==> config.mk <==
export PLATFORM = sky130hd
export DESIGN_NAME = core_seq
export DESIGN_NICKNAME = d
export VERILOG_FILES = /design/src/rtl/core_seq.sv
export SDC_FILE = /design/constraint.sdc
export NUM_CORES = 1
export LEC_CHECK = 0
export ABC_AREA = 1
export CAP_MARGIN = 15
export CORE_ASPECT_RATIO = 1.2
export CORE_MARGIN = 2
export CORE_UTILIZATION = 48
export DETAILED_ROUTE_END_ITERATION = 8
export GPL_ROUTABILITY_DRIVEN = 0
export PLACE_DENSITY = 0.79
export SYNTH_ARGS = -nofsm -noshare
export SYNTH_HDL_FRONTEND = slang
export SYNTH_SLANG_ARGS = --single-unit
export TNS_END_PERCENT = 100
==> constraint.sdc <==
create_clock -name clk_i -period 1.9 [get_ports clk_i]
set_clock_uncertainty 0.15 [all_clocks]
set_input_delay 0.285 -clock clk_i [delete_from_list [all_inputs] [get_ports clk_i]]
set_output_delay 0.285 -clock clk_i [all_outputs]
set_load 0.05 [all_outputs]
==> src/rtl/core_seq.sv <==
// Multicycle sequencer for the RISC-V core: owns the PC and the FETCH/DECODE/EXEC/MEM/WRITE_BACK state machine.
// Optional `CORE_SEQ_PERF_CNT_EN adds 64-bit cycle and retired-instruction counters.
module core_seq #(
  parameter int unsigned     XLEN      = 32,
  parameter logic [XLEN-1:0] RESET_VEC = '0,
  parameter int unsigned     PC_STEP   = 4
) (
  input  logic            clk_i,
  input  logic            rst_i,
  input  logic            imem_ready_i,
  input  logic            dmem_ready_i,
  input  logic            is_calc_i,
  input  logic            is_load_i,
  input  logic            is_store_i,
  input  logic            is_branch_i,
  input  logic            is_jal_i,
  input  logic            is_jalr_i,
  input  logic            branch_taken_i,
  input  logic [XLEN-1:0] target_i,
  output logic [XLEN-1:0] pc_o,
  output logic [XLEN-1:0] link_o,
  output logic [2:0]      state_o,
  output logic            imem_req_o,
  output logic            ir_we_o,
  output logic            dmem_req_o,
  output logic            dmem_we_o,
  output logic            rf_we_o,
  output logic            retire_o
`ifdef CORE_SEQ_PERF_CNT_EN
  ,
  output logic [63:0]     cycle_cnt_o,
  output logic [63:0]     instret_cnt_o
`endif
);

  typedef enum logic [2:0] {
    S_FETCH  = 3'd0,
    S_DECODE = 3'd1,
    S_EXEC   = 3'd2,
    S_MEM    = 3'd3,
    S_WB     = 3'd4
  } state_e;

  localparam logic [XLEN-1:0] STEP = XLEN'(PC_STEP);

  state_e          state_q, state_d;
  logic [XLEN-1:0] pc_q, pc_d;
  logic [XLEN-1:0] target_q;
  logic            taken_q;
  logic            calc_q, load_q, store_q, branch_q, jal_q, jalr_q;

  assign pc_o    = pc_q;
  assign link_o  = pc_q + STEP;
  assign state_o = state_q;

  always_comb begin
    state_d    = state_q;
    pc_d       = pc_q;
    imem_req_o = 1'b0;
    ir_we_o    = 1'b0;
    dmem_req_o = 1'b0;
    dmem_we_o  = 1'b0;
    rf_we_o    = 1'b0;
    retire_o   = 1'b0;
    case (state_q)
      S_FETCH: begin
        imem_req_o = 1'b1;
        if (imem_ready_i) begin
          ir_we_o = 1'b1;
          state_d = S_DECODE;
        end
      end
      S_DECODE: state_d = S_EXEC;
      S_EXEC:   state_d = (load_q || store_q) ? S_MEM : S_WB;
      S_MEM: begin
        dmem_req_o = 1'b1;
        dmem_we_o  = store_q;
        if (dmem_ready_i) state_d = S_WB;
      end
      S_WB: begin
        rf_we_o  = calc_q | load_q | jal_q | jalr_q;
        retire_o = 1'b1;
        state_d  = S_FETCH;
        if (jalr_q)                   pc_d = {target_q[XLEN-1:1], 1'b0};
        else if (jal_q)               pc_d = target_q;
        else if (branch_q && taken_q) pc_d = target_q;
        else                          pc_d = pc_q + STEP;
      end
      default: state_d = S_FETCH;
    endcase
    // Reset cycle abandons the instruction: no strobe may escape it.
    if (rst_i) begin
      imem_req_o = 1'b0;
      ir_we_o    = 1'b0;
      dmem_req_o = 1'b0;
      dmem_we_o  = 1'b0;
      rf_we_o    = 1'b0;
      retire_o   = 1'b0;
    end
  end

  always_ff @(posedge clk_i) begin
    if (rst_i) begin
      state_q  <= S_FETCH;
      pc_q     <= RESET_VEC;
      target_q <= '0;
      taken_q  <= 1'b0;
      calc_q   <= 1'b0;
      load_q   <= 1'b0;
      store_q  <= 1'b0;
      branch_q <= 1'b0;
      jal_q    <= 1'b0;
      jalr_q   <= 1'b0;
    end else begin
      state_q <= state_d;
      pc_q    <= pc_d;
      if (state_q == S_DECODE) begin
        calc_q   <= is_calc_i;
        load_q   <= is_load_i;
        store_q  <= is_store_i;
        branch_q <= is_branch_i;
        jal_q    <= is_jal_i;
        jalr_q   <= is_jalr_i;
      end
      if (state_q == S_EXEC) begin
        taken_q  <= branch_taken_i;
        target_q <= target_i;
      end
    end
  end

`ifdef CORE_SEQ_PERF_CNT_EN
  logic [63:0] cycle_cnt_q, instret_cnt_q;

  always_ff @(posedge clk_i) begin
    if (rst_i) begin
      cycle_cnt_q   <= '0;
      instret_cnt_q <= '0;
    end else begin
      cycle_cnt_q <= cycle_cnt_q + 64'd1;
      if (retire_o) instret_cnt_q <= instret_cnt_q + 64'd1;
    end
  end

  assign cycle_cnt_o   = cycle_cnt_q;
  assign instret_cnt_o = instret_cnt_q;
`endif

endmodule

# == After elaboration in Yosys (flattened, before gate mapping) ==
# Index checks and enable logic that the tools add are counted.
# totals
reg_bits,74
input_bits,43
output_inout_bits,73
# op_classes
n_addsub,1
eq_ne,6
mux,20
bitwise,3
reduce_logical,4
# ops
op,n
two-way mux 32 bit,3
"adder 32 x 3 -> 32 bit, second input constant",1
two-way mux 1 bit,13
one-hot mux 3 bit (4 select lines),1
two-way mux 3 bit,3
"equality test 3 x 2 -> 1 bit, second input constant",2
"!= test 2 bit, second input constant",2
"equality test 3 x 1 -> 1 bit, second input constant",1
"equality test 3 bit, second input constant",1
logical NOT 3 bit,1
OR 1 bit,3
AND reduction 2 bit,1
logical AND 1 bit,1
logical OR 1 bit,1

# == Logic depth before layout (Yosys ltp) ==
# logic_depth
word_depth,5
depth_mapped,10

# == Least setup slack after synthesis ==
# OpenSTA, ideal clock, no wires.
# synth_path
path_kind,flip-flop to flip-flop
startpoint,reg pc_q[2] (netlist: pc_o[2])
endpoint,reg pc_q[7] (netlist: pc_o[7])
setup_time_ps,68
t_arrival_ps,2568
t_required_ps,1682
setup_slack_ps,-886
path_stages_with_launch,7
synth_period_minus_slack_ps,2786
path_cell_list,dfxtp_1 > inv_1 > nor2_4 > nand2_2 > xnor2_1 > a21oi_1 > nor2_1
# synth_between
elab_chain_cells,4
# synth_lines
item,line_no,rtl
from (decl),47,"logic [XLEN-1:0] pc_q, pc_d;"
from (signal assigned),116,pc_q <= pc_d;
adder 32 x 3 -> 32 bit,n/a,
via link_o[7],21,"output logic [XLEN-1:0] link_o,"
two-way mux 32 bit,86,else if (branch_q && taken_q) pc_d = target_q;
two-way mux 32 bit,85,else if (jal_q) pc_d = target_q;
two-way mux 32 bit,84,"if (jalr_q) pc_d = {target_q[XLEN-1:1], 1'b0};"
# The timed path passes the listed nets, and every way through them passes these cells.
# A chain may end at the register's enable or synchronous reset.

# == Worst setup path in the final report ==
# layout_path
startpoint,reg pc_q[19] (netlist: pc_o[19])
endpoint,out link_o[29]
# layout_between
elab_chain_cells,1
# layout_lines
item,line_no,rtl
adder 32 x 3 -> 32 bit,53,assign link_o = pc_q + STEP;
to (decl),21,
# Every way passes these cells.

==> results.md <==
- Post-CTS Hold Fix Bufs: 0
- Hold worst-path end: target_q[7]
- Placement Cell Area: 0.00588 sq mm
- Min-delay worst type: reg2reg
- First-pass DRT Iterations: 6
- Synth Area per Inst: 6.85 sq um
- GRT Total Usage: 30.7%
- First-pass GRT wire length: 21300 microns
- Root Driver: clkbuf_8
- Tcrit/Tclk final: 125%
- Grt total ovfl: 0
- FF-to-FF path depth: 15
- Final-report setup violation count: 30
- Crit path DAT: 1940 ps
- Hold-critical path depth: 2
- Status: finished, violations left
- 1st-iter DRT viols: 409
- Max clock buf depth: 2
- Via count: 4753
- Total die area: 0.00886 sq mm
- RSZ-0062 raised after global routing: true
- P per Cell Area: 584 mW/mm^2
- Final nets: 775
- Part of the power in registers: 47.0%
- Worst-Margin Slew: 545 ps
- Largest net degree at the start of global routing: 62
- Vias in the first global route: 4501
- Syn Nets: 613
- Pre-CTS setup slack: -33.7 ps
- RR Startpoint: pc_o[2]
- WL per Instance: 18.5 microns
- R2r setup slk: -350 ps
- Sequential fraction of the synthesis area: 38.0%
- ANT nets after route: 0
- I/O pin cnt: 116
- Sink Count: 74
- Initial antenna violation count: 0
- Final hold violation count: 0
- HPWL Detailed: 8820 microns
- Critical Path Sink Type: output port
- Synth unique cells: 34
- Core area: 0.00802 sq mm
- Design Area, Final: 0.00663 sq mm
- DRC Markers: 0
- Logic pwr share: 23.9%
- Clock group share of total power: 29.1%
- WL final: 15300 microns
- Number of synthesized register bits: 74
- # fillers: 434
- Max layer used: met4
- H-tree levels: 3
- Lkg Pwr: 2.62 nW
- DR WL met3: 1340 microns
- CTS tree: done
- Crit path max fanout: 5
- Rows: 36
- WL met2: 7750 microns
- Post-Syn Instances: 569
- Util after Layout: 82.6%
- Fin. max-slew vios: 0
- Max cap viols: 0
- Vias/cell: 5.73
- Chip height: 103 microns
- Die extent in x: 86.2 microns
- Clock transition at the registers of the reported paths: 90 ps
- N_diodes: 0
- Slew HR: 63.6%
- TritonCTS buffer count: 9
- Failing checks: negative setup slack
- Max VDD drop: 0.546 mV
- CP required: 1460 ps
- Input/output buffers: 115
- Share of cells above drive strength 1: 39.2%
- Final WS setup: -471 ps
- Initial core utilization: 48.6%
- Area grow syn2layout: 70.1%
- F_max: 422 MHz
- WL met1: 5200 microns
- Worst-Skew Late Latency: 370 ps
- Setup crit start kind: flip-flop
- Setup CP Type: reg2out
- Yosys warnings: 0
- Critical R2R Capture: pc_o[19]
- Setup TNS: -9720 ps
- Sw power: 1.31 mW
- Final Hold Slack: 307 ps
- Internal power: 2.56 mW
- Final min period: 2370 ps
- Sw Ratio: 33.8%
- Mapped cell area: 0.00390 sq mm
- Hold wc startpoint: target_q[7]
cells by family after synthesis:
logic type                 after synthesis  synth area share (%)
and+or+nand+nor                        232                  27.2
xor gates and xnor gates                15                  4.53
buffers and inverters                  112                  11.8
DFF                                     74                  38.0
adders and majority gates                1                 0.321
AOI/OAI and AO/OA                      135                  18.1
cell type report:
cell class	instances	area, sq um	share of cell area (%)
tap	95	119	1.79
clock inverter	3	17.5	0.264
inverter	87	338	5.10
timing repair buffer	176	1950	29.4
clock buffer	11	141	2.13
sequential	74	1540	23.2
multi-input combinational	383	2520	38.1
critical path, cell delays in order, from the launching register on:
cell and delay, ps:
dfxtp_4 410, nand2_2 100, nor2_2 200, nand2_1 180
nor2_1 270, nand2_2 90, nand2_2 90, nand2_4 70
buf_12 150
per-stage QoR:
step | instances | power, mW
3_3_place_gp | 784 | 2.68
5_1_grt | 829 | 4.01
3_5_place_dp | 784 | 2.71
2_1_floorplan | 569 | 2.38
6_report | 829 | 3.87
4_1_cts | 820 | 3.76
how the worst max path moves through the flow:
stage	endpoint	cells past startpoint	slack, ps	start
floorplan	pc_o[7]	6	-230	pc_o[2]
global placement	link_o[22]	8	-5	pc_o[2]
detailed placement	link_o[22]	8	-30	pc_o[2]
CTS	link_o[22]	9	-350	pc_o[2]
global route	link_o[29]	8	-480	pc_o[23]
finish	link_o[29]	8	-470	pc_o[19]
power groups by stage:
| stage | logic [mW] | clock network [mW] | registers [mW] |
|---|---|---|---|
| after detailed placement | 0.869 | 0 | 1.85 |
| after floorplan | 0.492 | 0 | 1.89 |
| after CTS | 0.884 | 1.07 | 1.81 |
| final | 0.926 | 1.13 | 1.82 |
| after global placement | 0.844 | 0 | 1.84 |
| after global routing | 0.996 | 1.18 | 1.83 |
synthesized netlist by cell type:
cell | count | area share [%]
and2_1 | 3 | 0.48
dfxtp_1 | 74 | 38
ha_1 | 1 | 0.32
buf_2 | 2 | 0.26
nor2_8 | 2 | 1.0
nor3b_1 | 1 | 0.19
nand2_1 | 119 | 11
nor3_1 | 4 | 0.51
nor3_2 | 1 | 0.26
a21o_1 | 1 | 0.19
nand2_2 | 8 | 1.3
nor2_1 | 57 | 5.5
xor2_1 | 7 | 1.6
a21oi_1 | 62 | 8.0
nand2_4 | 1 | 0.29
xnor2_1 | 2 | 0.45
nor2_2 | 6 | 0.96
inv_1 | 82 | 7.9
clkbuf_1 | 13 | 1.3
o21ai_0 | 52 | 6.7
a211oi_1 | 1 | 0.19
xor2_2 | 6 | 2.5
nor4_1 | 2 | 0.32
a31oi_1 | 2 | 0.32
inv_2 | 4 | 0.39
nand4_1 | 1 | 0.16
clkinv_1 | 1 | 0.096
nor2_4 | 8 | 2.3
o22ai_1 | 17 | 2.7
or2_2 | 1 | 0.16
buf_1 | 2 | 0.19
buf_4 | 6 | 1.2
nand3_1 | 18 | 2.3
buf_6 | 2 | 0.58
sequential cells by signal, indices dropped and copies added, names as in the netlist:
| register | count |
|---|---|
| pc_o | 32 |
| state_o | 3 |
| target_q | 32 |
| calc_q | 1 |
| store_q | 1 |
| load_q | 1 |
| branch_q | 1 |
| jalr_q | 1 |
| jal_q | 1 |
| taken_q | 1 |
placed cells by master (no fill, tap or decap), types with 2 or more instances in the layout:
cell / count
nand3_2: 8
dfxtp_2: 14
a31oi_1: 2
o21ai_0: 52
nor3_2: 2
nand2_4: 16
buf_12: 37
buf_4: 82
nor2_1: 47
nor3_1: 2
clkdlybuf4s50_1: 42
o22ai_1: 17
inv_1: 79
nand2_2: 34
buf_6: 15
xor2_4: 13
dfxtp_4: 11
nor2_4: 17
dfxtp_1: 49
nand2_1: 77
clkinvlp_4: 2
clkbuf_8: 10
and2_4: 2
inv_4: 3
nor2_2: 7
inv_2: 3
nor2_8: 2
clkinv_2: 2
a21oi_1: 61
nand3_1: 10
timing repair:
item / in CTS / in global routing
gates resized for setup: 49 / 50
pin swaps: 29 / 35
setup endpoints to repair: 28 / 62
setup buffers: 22 / 13
routing by layer:
layer | track usage, % | vias to the layer above
li1 | - | 2112
met1 | 32.6 | 2197
met2 | 56.4 | 344
met3 | 6.33 | 100
met4 | 16.7 | 0
met5 | 2.27 | -
Note: power is estimated with default switching activity, not from simulation.
